<file path="config.mk">
export PLATFORM = sky130hd
export DESIGN_NAME = multicycle_ctrl
export DESIGN_NICKNAME = d
export VERILOG_FILES = /design/src/rtl/multicycle_ctrl.sv
export SDC_FILE = /design/constraint.sdc
export NUM_CORES = 1
export LEC_CHECK = 0
export BUFFER_PORTS_ARGS = -buffer_cell sky130_fd_sc_hd__buf_2
export CAP_MARGIN = 20
export CORE_MARGIN = 2
export CORE_UTILIZATION = 35
export DETAILED_ROUTE_END_ITERATION = 10
export RECOVER_POWER = 50
export SLEW_MARGIN = 20
export SYNTH_ARGS = -nofsm -noshare
export SYNTH_HDL_FRONTEND = slang
export SYNTH_SLANG_ARGS = --single-unit
</file>
<file path="constraint.sdc">
create_clock -name clk -period 1.7 [get_ports clk]
set_input_delay 0.17 -clock clk [delete_from_list [all_inputs] [get_ports clk]]
set_output_delay 0.17 -clock clk [all_outputs]
set_load 0.1 [all_outputs]
</file>
<file path="src/rtl/multicycle_ctrl.sv">
// ---------------------------------------------------------------------------
// multicycle_ctrl
//
// Purpose:
//   Control sequencer for a multi-cycle MIPS-subset datapath. The datapath has
//   one shared memory, one ALU and the IR/PC/A/B/ALUOut registers. Each
//   instruction walks through FETCH, DECODE, an execute state and a
//   writeback state. Every datapath select and write enable, plus the ALU
//   operation code, is decoded from the current state. Memory accesses stall
//   on the mem_ready handshake.
//
//   A watchdog counts consecutive not-ready cycles in a memory wait state. If
//   the count reaches WAIT_MAX, the sequencer parks in HALT with a sticky
//   timeout flag. Only rst leaves HALT.
//
// Configuration macro:
//   MC_CTRL_JUMP_EN - when defined, opcode 02 (j) is executed through the
//                     JUMP state. When undefined, that state is not built
//                     and opcode 02 is reported as illegal.
//
// Parameters:
//   FUNC_ADD  ALU code used for address, PC+4 and addi adds
//   FUNC_SUB  ALU code used for the beq compare
//   WAIT_MAX  max consecutive mem_ready=0 cycles in one wait state (0 = off)
//
// Ports:
//   clk        in   1  clock, rising edge
//   rst        in   1  synchronous active-high reset
//   opcode     in   6  IR[31:26], stable from DECODE to end of instruction
//   funct      in   6  IR[5:0]
//   zero       in   1  ALU zero flag
//   mem_ready  in   1  memory access completes this cycle
//   func_in    out  6  ALU operation code
//   RegDst     out  1  1 = rd, 0 = rt
//   ALUSrcA    out  1  0 = PC, 1 = A
//   ALUSrcB    out  2  00 = B, 01 = 4, 10 = sext imm, 11 = sext imm << 2
//   RegWrite   out  1  register file write enable
//   MemRead    out  1  memory read request
//   MemWrite   out  1  memory write request
//   MemToReg   out  1  1 = MDR, 0 = ALUOut to register file
//   IorD       out  1  0 = PC, 1 = ALUOut as memory address
//   IRWrite    out  1  IR load enable
//   PCWrite    out  1  unconditional PC load
//   Branch     out  1  conditional PC load qualifier
//   PCSrc      out  2  00 = ALU result, 01 = ALUOut, 10 = jump target
//   PCEn       out  1  PCWrite | (Branch & zero)
//   state      out  4  current state (debug)
//   instr_done out  1  pulse in the last cycle of each retired instruction
//   illegal    out  1  pulse when an unsupported opcode is decoded
//   timeout    out  1  sticky memory-wait timeout flag
// ---------------------------------------------------------------------------
module multicycle_ctrl #(
    parameter logic [5:0]  FUNC_ADD = 6'b100000,
    parameter logic [5:0]  FUNC_SUB = 6'b100010,
    parameter int unsigned WAIT_MAX = 16
) (
    input  logic       clk,
    input  logic       rst,
    input  logic [5:0] opcode,
    input  logic [5:0] funct,
    input  logic       zero,
    input  logic       mem_ready,
    output logic [5:0] func_in,
    output logic       RegDst,
    output logic       ALUSrcA,
    output logic [1:0] ALUSrcB,
    output logic       RegWrite,
    output logic       MemRead,
    output logic       MemWrite,
    output logic       MemToReg,
    output logic       IorD,
    output logic       IRWrite,
    output logic       PCWrite,
    output logic       Branch,
    output logic [1:0] PCSrc,
    output logic       PCEn,
    output logic [3:0] state,
    output logic       instr_done,
    output logic       illegal,
    output logic       timeout
);

    // ------------------------------------------------------------------
    // State encoding (fixed values, visible on the debug port)
    // ------------------------------------------------------------------
    localparam logic [3:0] S_FETCH  = 4'd0;
    localparam logic [3:0] S_DECODE = 4'd1;
    localparam logic [3:0] S_MEMADR = 4'd2;
    localparam logic [3:0] S_MEMRD  = 4'd3;
    localparam logic [3:0] S_MEMWB  = 4'd4;
    localparam logic [3:0] S_MEMWR  = 4'd5;
    localparam logic [3:0] S_EXEC   = 4'd6;
    localparam logic [3:0] S_ALUWB  = 4'd7;
    localparam logic [3:0] S_BRANCH = 4'd8;
    localparam logic [3:0] S_ADDIEX = 4'd9;
    localparam logic [3:0] S_ADDIWB = 4'd10;
`ifdef MC_CTRL_JUMP_EN
    localparam logic [3:0] S_JUMP   = 4'd11;
`endif
    localparam logic [3:0] S_HALT   = 4'd12;

    // Supported opcodes
    localparam logic [5:0] OP_RTYPE = 6'h00;
`ifdef MC_CTRL_JUMP_EN
    localparam logic [5:0] OP_J     = 6'h02;
`endif
    localparam logic [5:0] OP_BEQ   = 6'h04;
    localparam logic [5:0] OP_ADDI  = 6'h08;
    localparam logic [5:0] OP_LW    = 6'h23;
    localparam logic [5:0] OP_SW    = 6'h2B;

    // The wait counter only needs to hold values up to WAIT_MAX.
    localparam int             CNT_W    = (WAIT_MAX < 2) ? 1 : $clog2(WAIT_MAX + 1);
    localparam logic [CNT_W-1:0] WAIT_LIM = CNT_W'(WAIT_MAX);
    localparam logic           WAIT_EN  = (WAIT_MAX != 0) ? 1'b1 : 1'b0;

    // ------------------------------------------------------------------
    // Opcode decode helper: returns {illegal, next_state} for DECODE.
    // ------------------------------------------------------------------
    function automatic logic [4:0] f_decode(input logic [5:0] op);
        logic [4:0] res;
        case (op)
            OP_LW:    res = {1'b0, S_MEMADR};
            OP_SW:    res = {1'b0, S_MEMADR};
            OP_RTYPE: res = {1'b0, S_EXEC};
            OP_BEQ:   res = {1'b0, S_BRANCH};
            OP_ADDI:  res = {1'b0, S_ADDIEX};
`ifdef MC_CTRL_JUMP_EN
            OP_J:     res = {1'b0, S_JUMP};
`endif
            default:  res = {1'b1, S_FETCH};
        endcase
        return res;
    endfunction

    // ------------------------------------------------------------------
    // Registers and internal wires
    // ------------------------------------------------------------------
    logic [3:0]       r_state;
    logic [CNT_W-1:0] r_wait_cnt;
    logic             r_timeout;

    logic [4:0]       w_dec;
    logic [3:0]       w_seq_next;
    logic [3:0]       w_next_state;
    logic             w_wait_state;
    logic             w_wait_stall;
    logic             w_wait_expire;

    logic [5:0]       w_func;
    logic             w_reg_dst;
    logic             w_alu_src_a;
    logic [1:0]       w_alu_src_b;
    logic             w_reg_write;
    logic             w_mem_read;
    logic             w_mem_write;
    logic             w_mem_to_reg;
    logic             w_iord;
    logic             w_ir_write;
    logic             w_pc_write;
    logic             w_branch;
    logic [1:0]       w_pc_src;
    logic             w_instr_done;
    logic             w_illegal;

    assign w_dec = f_decode(opcode);

    // Wait-state detection and watchdog expiry; a ready cycle always wins.
    always_comb begin
        w_wait_state  = (r_state == S_FETCH) || (r_state == S_MEMRD) || (r_state == S_MEMWR);
        w_wait_stall  = w_wait_state && !mem_ready;
        w_wait_expire = WAIT_EN && w_wait_stall && (r_wait_cnt == WAIT_LIM);
    end

    // Sequencing: next state ignoring the watchdog.
    always_comb begin
        w_seq_next = r_state;
        case (r_state)
            S_FETCH: begin
                if (mem_ready) begin
                    w_seq_next = S_DECODE;
                end else begin
                    w_seq_next = S_FETCH;
                end
            end
            S_DECODE: w_seq_next = w_dec[3:0];
            S_MEMADR: begin
                if (opcode == OP_LW) begin
                    w_seq_next = S_MEMRD;
                end else begin
                    w_seq_next = S_MEMWR;
                end
            end
            S_MEMRD: begin
                if (mem_ready) begin
                    w_seq_next = S_MEMWB;
                end else begin
                    w_seq_next = S_MEMRD;
                end
            end
            S_MEMWB:  w_seq_next = S_FETCH;
            S_MEMWR: begin
                if (mem_ready) begin
                    w_seq_next = S_FETCH;
                end else begin
                    w_seq_next = S_MEMWR;
                end
            end
            S_EXEC:   w_seq_next = S_ALUWB;
            S_ALUWB:  w_seq_next = S_FETCH;
            S_BRANCH: w_seq_next = S_FETCH;
            S_ADDIEX: w_seq_next = S_ADDIWB;
            S_ADDIWB: w_seq_next = S_FETCH;
`ifdef MC_CTRL_JUMP_EN
            S_JUMP:   w_seq_next = S_FETCH;
`endif
            S_HALT:   w_seq_next = S_HALT;
            // Unreachable encodings recover to a clean fetch.
            default:  w_seq_next = S_FETCH;
        endcase
    end

    assign w_next_state = w_wait_expire ? S_HALT : w_seq_next;

    // State register.
    always_ff @(posedge clk) begin
        if (rst) begin
            r_state <= S_FETCH;
        end else begin
            r_state <= w_next_state;
        end
    end

    // Consecutive not-ready counter; cleared by a ready cycle or any state
    // change, saturating so it cannot wrap when the watchdog is disabled.
    always_ff @(posedge clk) begin
        if (rst) begin
            r_wait_cnt <= {CNT_W{1'b0}};
        end else if (w_wait_stall && (w_next_state == r_state)) begin
            if (&r_wait_cnt) begin
                r_wait_cnt <= r_wait_cnt;
            end else begin
                r_wait_cnt <= r_wait_cnt + CNT_W'(1);
            end
        end else begin
            r_wait_cnt <= {CNT_W{1'b0}};
        end
    end

    // Sticky timeout flag.
    always_ff @(posedge clk) begin
        if (rst) begin
            r_timeout <= 1'b0;
        end else if (w_wait_expire) begin
            r_timeout <= 1'b1;
        end else begin
            r_timeout <= r_timeout;
        end
    end

    // Per-state control decode; anything not set in a state stays 0.
    always_comb begin
        w_func       = FUNC_ADD;
        w_reg_dst    = 1'b0;
        w_alu_src_a  = 1'b0;
        w_alu_src_b  = 2'b00;
        w_reg_write  = 1'b0;
        w_mem_read   = 1'b0;
        w_mem_write  = 1'b0;
        w_mem_to_reg = 1'b0;
        w_iord       = 1'b0;
        w_ir_write   = 1'b0;
        w_pc_write   = 1'b0;
        w_branch     = 1'b0;
        w_pc_src     = 2'b00;
        w_instr_done = 1'b0;
        w_illegal    = 1'b0;
        case (r_state)
            S_FETCH: begin
                // IR load and PC+4 commit only when the read completes.
                w_mem_read  = 1'b1;
                w_alu_src_b = 2'b01;
                w_ir_write  = mem_ready;
                w_pc_write  = mem_ready;
            end
            S_DECODE: begin
                // ALU precomputes the branch target into ALUOut.
                w_alu_src_b = 2'b11;
                w_illegal   = w_dec[4];
            end
            S_MEMADR: begin
                w_alu_src_a = 1'b1;
                w_alu_src_b = 2'b10;
            end
            S_MEMRD: begin
                w_iord     = 1'b1;
                w_mem_read = 1'b1;
            end
            S_MEMWB: begin
                w_mem_to_reg = 1'b1;
                w_reg_write  = 1'b1;
                w_instr_done = 1'b1;
            end
            S_MEMWR: begin
                w_iord       = 1'b1;
                w_mem_write  = 1'b1;
                w_instr_done = mem_ready;
            end
            S_EXEC: begin
                w_alu_src_a = 1'b1;
                w_func      = funct;
            end
            S_ALUWB: begin
                w_reg_dst    = 1'b1;
                w_reg_write  = 1'b1;
                w_instr_done = 1'b1;
            end
            S_ADDIEX: begin
                w_alu_src_a = 1'b1;
                w_alu_src_b = 2'b10;
            end
            S_ADDIWB: begin
                w_reg_write  = 1'b1;
                w_instr_done = 1'b1;
            end
            S_BRANCH: begin
                // Compare A-B; PC loads the DECODE-time target from ALUOut.
                w_alu_src_a  = 1'b1;
                w_func       = FUNC_SUB;
                w_branch     = 1'b1;
                w_pc_src     = 2'b01;
                w_instr_done = 1'b1;
            end
`ifdef MC_CTRL_JUMP_EN
            S_JUMP: begin
                w_pc_src     = 2'b10;
                w_pc_write   = 1'b1;
                w_instr_done = 1'b1;
            end
`endif
            S_HALT: begin
                w_func = 6'b000000;
            end
            default: begin
                w_func = 6'b000000;
            end
        endcase
    end

    // Output stage: everything is forced low while rst is asserted.
    always_comb begin
        if (rst) begin
            func_in    = 6'b000000;
            RegDst     = 1'b0;
            ALUSrcA    = 1'b0;
            ALUSrcB    = 2'b00;
            RegWrite   = 1'b0;
            MemRead    = 1'b0;
            MemWrite   = 1'b0;
            MemToReg   = 1'b0;
            IorD       = 1'b0;
            IRWrite    = 1'b0;
            PCWrite    = 1'b0;
            Branch     = 1'b0;
            PCSrc      = 2'b00;
            PCEn       = 1'b0;
            state      = 4'd0;
            instr_done = 1'b0;
            illegal    = 1'b0;
            timeout    = 1'b0;
        end else begin
            func_in    = w_func;
            RegDst     = w_reg_dst;
            ALUSrcA    = w_alu_src_a;
            ALUSrcB    = w_alu_src_b;
            RegWrite   = w_reg_write;
            MemRead    = w_mem_read;
            MemWrite   = w_mem_write;
            MemToReg   = w_mem_to_reg;
            IorD       = w_iord;
            IRWrite    = w_ir_write;
            PCWrite    = w_pc_write;
            Branch     = w_branch;
            PCSrc      = w_pc_src;
            PCEn       = w_pc_write | (w_branch & zero);
            state      = r_state;
            instr_done = w_instr_done;
            illegal    = w_illegal;
            timeout    = r_timeout;
        end
    end

endmodule

</file>
# After elaboration in Yosys (flattened, before gate mapping)
# Index checks and enable logic that the tools add are counted.
# word_totals
register_bits,10
elab_cells,80
out_inout_bits,28
in_bits,16
# classes
reduce_logical,18
bitwise,3
eq_ne,17
n_addsub,1
n_mux,38
# ops
operator,n
one-hot mux 4 bit (8 select lines),1
two-way mux 1 bit,26
one-hot mux 5 bit (4 select lines),1
one-hot mux 6 bit (3 select lines),1
"equality test 4 x 3 -> 1 bit, second input constant",4
"equality test 4 bit, second input constant",4
"equality test 6 bit, second input constant",2
OR reduction 2 bit,5
two-way mux 3 bit,3
OR reduction 9 bit,1
"equality test 4 x 2 -> 1 bit, second input constant",2
two-way mux 4 bit,2
OR reduction 4 bit,2
"equality test 6 x 3 -> 1 bit, second input constant",1
"equality test 6 x 4 -> 1 bit, second input constant",1
zero test 6 bit,1
two-way mux 6 bit,1
one-hot mux 2 bit (3 select lines),1
"adder 5 x 1 -> 5 bit, second input constant",1
"equality test 5 bit, second input constant",1
AND reduction 5 bit,1
"equality test 4 x 1 -> 1 bit, second input constant",1
equality test 4 bit,1
zero test 4 bit,1
other kinds (9),12

# Depth between registers and ports, before layout
# depth
word_depth,10
mapped_depth,6
depth_no_buf,6

# Least setup slack after synthesis
# No wires, ideal clock.
# synth_timing
path_kind,reg2out
from,register r_state[1]
to,output port ALUSrcB[0]
path_stages_with_launch,4
path_slack_ps,-2018
t_required_ps,1530
t_arrival_ps,3548
path_buffers,2
cell_sequence,dfxtp_1 buf_6 clkbuf_1 nor4_1
# synth_via
elab_chain_cells,4
word_cells_on_any_way,7
classes_between,eq/ne (3); mux (2); reduce/logical (2)
# synth_lines
item,line_no,rtl
start: declaration,139,logic [3:0] r_state;
start signal: assignment,230,r_state <= w_next_state;
equality test 4 bit / equality test 4 x 2 -> 1 bit (equally long branches),278,case (r_state)
OR reduction 2 bit (no source line),--,
one-hot mux 2 bit (3 select lines) (*),278,
two-way mux 2 bit (*),352,if (rst) begin
end: declaration,66,"output logic [1:0] ALUSrcB,"
# Every way passes the cells marked *; elsewhere a longest branch is shown, timed or not.

# Final worst setup path
# layout_timing
from,register r_state[0]
to,output port instr_done
# layout_via
elab_chain_cells,4
word_cells_on_any_way,8
classes_between,eq/ne (5); mux (2); reduce/logical (1)
# layout_lines
item,line_no,rtl
equality test 4 bit / equality test 4 x 3 -> 1 bit (equally long branches),278,
OR reduction 4 bit (no source line),--,
one-hot mux 1 bit (2 select lines) (*),278,
two-way mux 1 bit (*),352,
end: declaration,78,"output logic instr_done,"
# Marks and branches as above.

==> results_dict.tcl <==
set metrics [dict create \
    status "completed" \
    rsz0062_at_grt "true" \
    finalCriticalPeriod_ps 1700 \
    io_buffer_count 42 \
    hpwlAfterDp_um 2620 \
    grt_max_degree 16 \
    fp-row-count 19 \
    measured_slew_at_the_worst_slew_check_pin_ps 538 \
    global_route.overflow_total 0 \
    synth_async_sr_flop_share_pct 0 \
    crit_arrival_ps 1530 \
    drt_drc_violations_left 0 \
    layout_overhead_on_the_synthesized_area_pct 106 \
    vdd.ir_drop.worst_v 0.000484 \
    via_count 1297 \
    required_ps 1530 \
    avgSynthCellArea_um2 7.43 \
    ios 44 \
    synth-edff-count 0 \
    cts-root-to-sink-buffers 2 \
    dp_slack_ps -16.3 \
    crit_path_end_kind "primary output" \
    synth.net_count 157 \
    launch_point_of_the_worst_hold_path "rst" \
    clock.fmax_mhz 588 \
    pwr_density_nw_per_um2 364 \
    leakage_power_uw 0.000836 \
    netlist-cell-type-count 48 \
    numCtsBuffers 3 \
    layout_worst_path_cycle_share_pct 100 \
    cap_viol_max_count 0 \
    worst-path-max-fanout 8 \
    track_usage_pct 21.4 \
    grt_first_pass_wirelength_um 5760 \
    die_height_um 58.1 \
    share_of_final_layout_standard_cells_stronger_than_drive_strength_1_pct 63.4 \
    synth.most_common_cell "sky130_fd_sc_hd__nor2_1" \
    drt-total-wl_um 3440 \
    final-max-slew-violation-count 0 \
    avgViaCountPerCell 5.57 \
    worst_hold_path_type "primary input to register" \
    fp.dieArea_um2 3380 \
    total_clock_sinks 10 \
    setup_clock_skew_after_layout_ps 6.39 \
    yosysTopAreaCellShare_pct 19.5 \
    postRouteAntennaNets 0 \
    gp_congestion 0.807 \
    setup_violations 0 \
    initial_antenna_violation_count 0 \
    worstSetupStartpointType "register" \
    clk_pin_slew_ps 60 \
    synth_area_um2 1030 \
    setup_tns_ps 0 \
    final_routed_wire_length_divided_by_cell_count_um 14.8 \
    place_inst 216 \
    worst_slew_margin_rel_pct 64.3 \
    drt_iter0_drc 25 \
    ff2ff_path_depth 5 \
    synth.area.top_cells "sky130_fd_sc_hd__dfxtp_1 (20%), sky130_fd_sc_hd__nor2_1 (5.1%), sky130_fd_sc_hd__nand2b_1 (4.3%)" \
    timing.rr.start "r_wait_cnt[0]$_SDFFE_PP0N_" \
    starting_utilization_of_the_core_area_pct 36.9 \
    ys_seq_elements 10 \
    yosysWarnings 0 \
    critical_path.reg2reg.endpoint "r_state[3]$_SDFF_PP0_" \
    r2r_setup_slack_ps 40 \
    clock_tree_root "sky130_fd_sc_hd__clkbuf_4" \
    total_power_uw 768 \
    clock_latency_ps 280 \
    core_area_um2 2780 \
    synthesis.instances 138 \
    yosys-top-cells-count "sky130_fd_sc_hd__nor2_1 (14), sky130_fd_sc_hd__dfxtp_1 (10), sky130_fd_sc_hd__nor3_1 (8)" \
    proportion_of_synthesized_chip_area_in_sequential_cells_pct 19.5 \
    vias_in_the_first_global_route 1315 \
    drtPass1Iterations 4 \
    setup_slack_ps 0.249 \
    synth_area_leader_cell "sky130_fd_sc_hd__dfxtp_1" \
    cts_tree "done" \
    post-route-util_pct 75.9 \
    worstHoldPathCells 2 \
    horizontal_extent_of_the_die_um 58.1 \
    design.final.nets 222 \
    final_cell_count_no_fill 233 \
    synth-main-ff-cell "sky130_fd_sc_hd__dfxtp_1" \
    cts.htree.levels 1 \
    critPathKind "register to primary output" \
    antenna-diode-count 0 \
    worst_hold_path.endpoint "r_state[0]$_SDFF_PP0_" \
    finalHoldViolations 0 \
]
==> worst max-delay path by stage <==
stage	depth (start not counted)	startpoint	slack, ps	to
6_report	6	r_state[0]$_SDFF_PP0_	0.2	instr_done
3_3_place_gp	6	opcode[0]	20	illegal
4_1_cts	5	r_state[1]$_SDFF_PP0_	-10	RegWrite
5_1_grt	6	r_state[0]$_SDFF_PP0_	-50	instr_done
2_1_floorplan	3	rst	-210	ALUSrcB[0]
3_5_place_dp	6	opcode[0]	-20	illegal
==> cell families (layout without fill, tap and decap cells) <==
group,Yosys count,in the layout,share of synthesized area [%]
AOI/OAI and AO/OA,26,26,19.8
xor gates and xnor gates,5,5,4.27
adders and majority gates,3,3,3.66
buffers and inverters,16,80,8.17
DFF,10,10,19.5
muxes,2,2,1.95
other,1,1,0.366
and+or+nand+nor,75,75,42.3
==> per-stage QoR <==
stage               hold slack (ps)  instance area [µm²]
floorplan                       379                 1290
global placement                442                 1900
detailed placement              454                 1900
CTS                             177                 2080
global route                    187                 2110
finish                          190                 2110
==> timing repair <==
item / in CTS / in global routing
resized for setup: 13 / 12
hold buffers: 0 / 0
setup endpoints to repair: 22 / 23
buffers inserted: 11 / 2
pin swaps: 4 / 7
==> state kept, by name, indices dropped and copies added, names as in the netlist <==
| register | cells |
|---|---|
| r_wait_cnt | 5 |
| r_state | 4 |
| r_timeout | 1 |
==> worst max-delay path: stages, from the launching register on <==
cell	delay, ps
sky130_fd_sc_hd__dfxtp_4	360
sky130_fd_sc_hd__buf_12	120
sky130_fd_sc_hd__nand2b_4	180
sky130_fd_sc_hd__o21ai_0	100
sky130_fd_sc_hd__o22a_1	200
sky130_fd_sc_hd__nor2_4	110
sky130_fd_sc_hd__buf_12	180
==> layer usage <==
layer | routed length, µm | vias up | track usage [%] | part of all wire [%]
met5 | 0 | - | 0 | 0
met4 | 49 | 0 | 7.31 | 1.4
met3 | 186 | 6 | 2.90 | 5.4
met2 | 1860 | 52 | 41.4 | 54
met1 | 1340 | 613 | 23.6 | 39
li1 | - | 626 | - | -
==> where the power goes <==
group	switching, µW	leakage (µW)	internal (µW)
Combinational	193	0.000731	120
Sequential	5.82	0.0000841	234
Clock	85.5	0.0000210	130
==> cell type report <==
class                      instances  area (µm²)
fill                             199         669
clock buffer                       4        36.3
timing repair buffer              71         802
tap                               31        38.8
inverter                           5        22.5
multi-input combinational        112         997
sequential                        10         215
==> cell usage in the layout, fill, tap and decap left out, types with 2 or more instances in the layout <==
master,count
sky130_fd_sc_hd__buf_2,15
sky130_fd_sc_hd__and2_4,4
sky130_fd_sc_hd__nor4_1,6
sky130_fd_sc_hd__and3_1,3
sky130_fd_sc_hd__a21oi_1,6
sky130_fd_sc_hd__o21ai_0,3
sky130_fd_sc_hd__nor3_4,4
sky130_fd_sc_hd__nor2_4,5
sky130_fd_sc_hd__nor2b_2,3
sky130_fd_sc_hd__ha_1,2
sky130_fd_sc_hd__buf_4,24
sky130_fd_sc_hd__o31ai_1,2
sky130_fd_sc_hd__nor2_1,5
sky130_fd_sc_hd__clkbuf_4,4
sky130_fd_sc_hd__or4_1,2
sky130_fd_sc_hd__nand3_1,2
sky130_fd_sc_hd__nor2_2,5
sky130_fd_sc_hd__or2_2,2
sky130_fd_sc_hd__and3_4,3
sky130_fd_sc_hd__nor3_1,3
sky130_fd_sc_hd__nor2b_1,2
sky130_fd_sc_hd__nand2_1,4
sky130_fd_sc_hd__a21o_4,2
sky130_fd_sc_hd__mux2i_1,2
sky130_fd_sc_hd__a2111oi_2,2
sky130_fd_sc_hd__buf_6,4
sky130_fd_sc_hd__nand2b_1,3
sky130_fd_sc_hd__inv_1,3
sky130_fd_sc_hd__clkbuf_2,2
sky130_fd_sc_hd__xor2_1,3
sky130_fd_sc_hd__buf_12,24
sky130_fd_sc_hd__dfxtp_1,6
sky130_fd_sc_hd__nand2b_4,4
sky130_fd_sc_hd__dfxtp_4,4
Note: power is estimated with default switching activity, not from simulation.
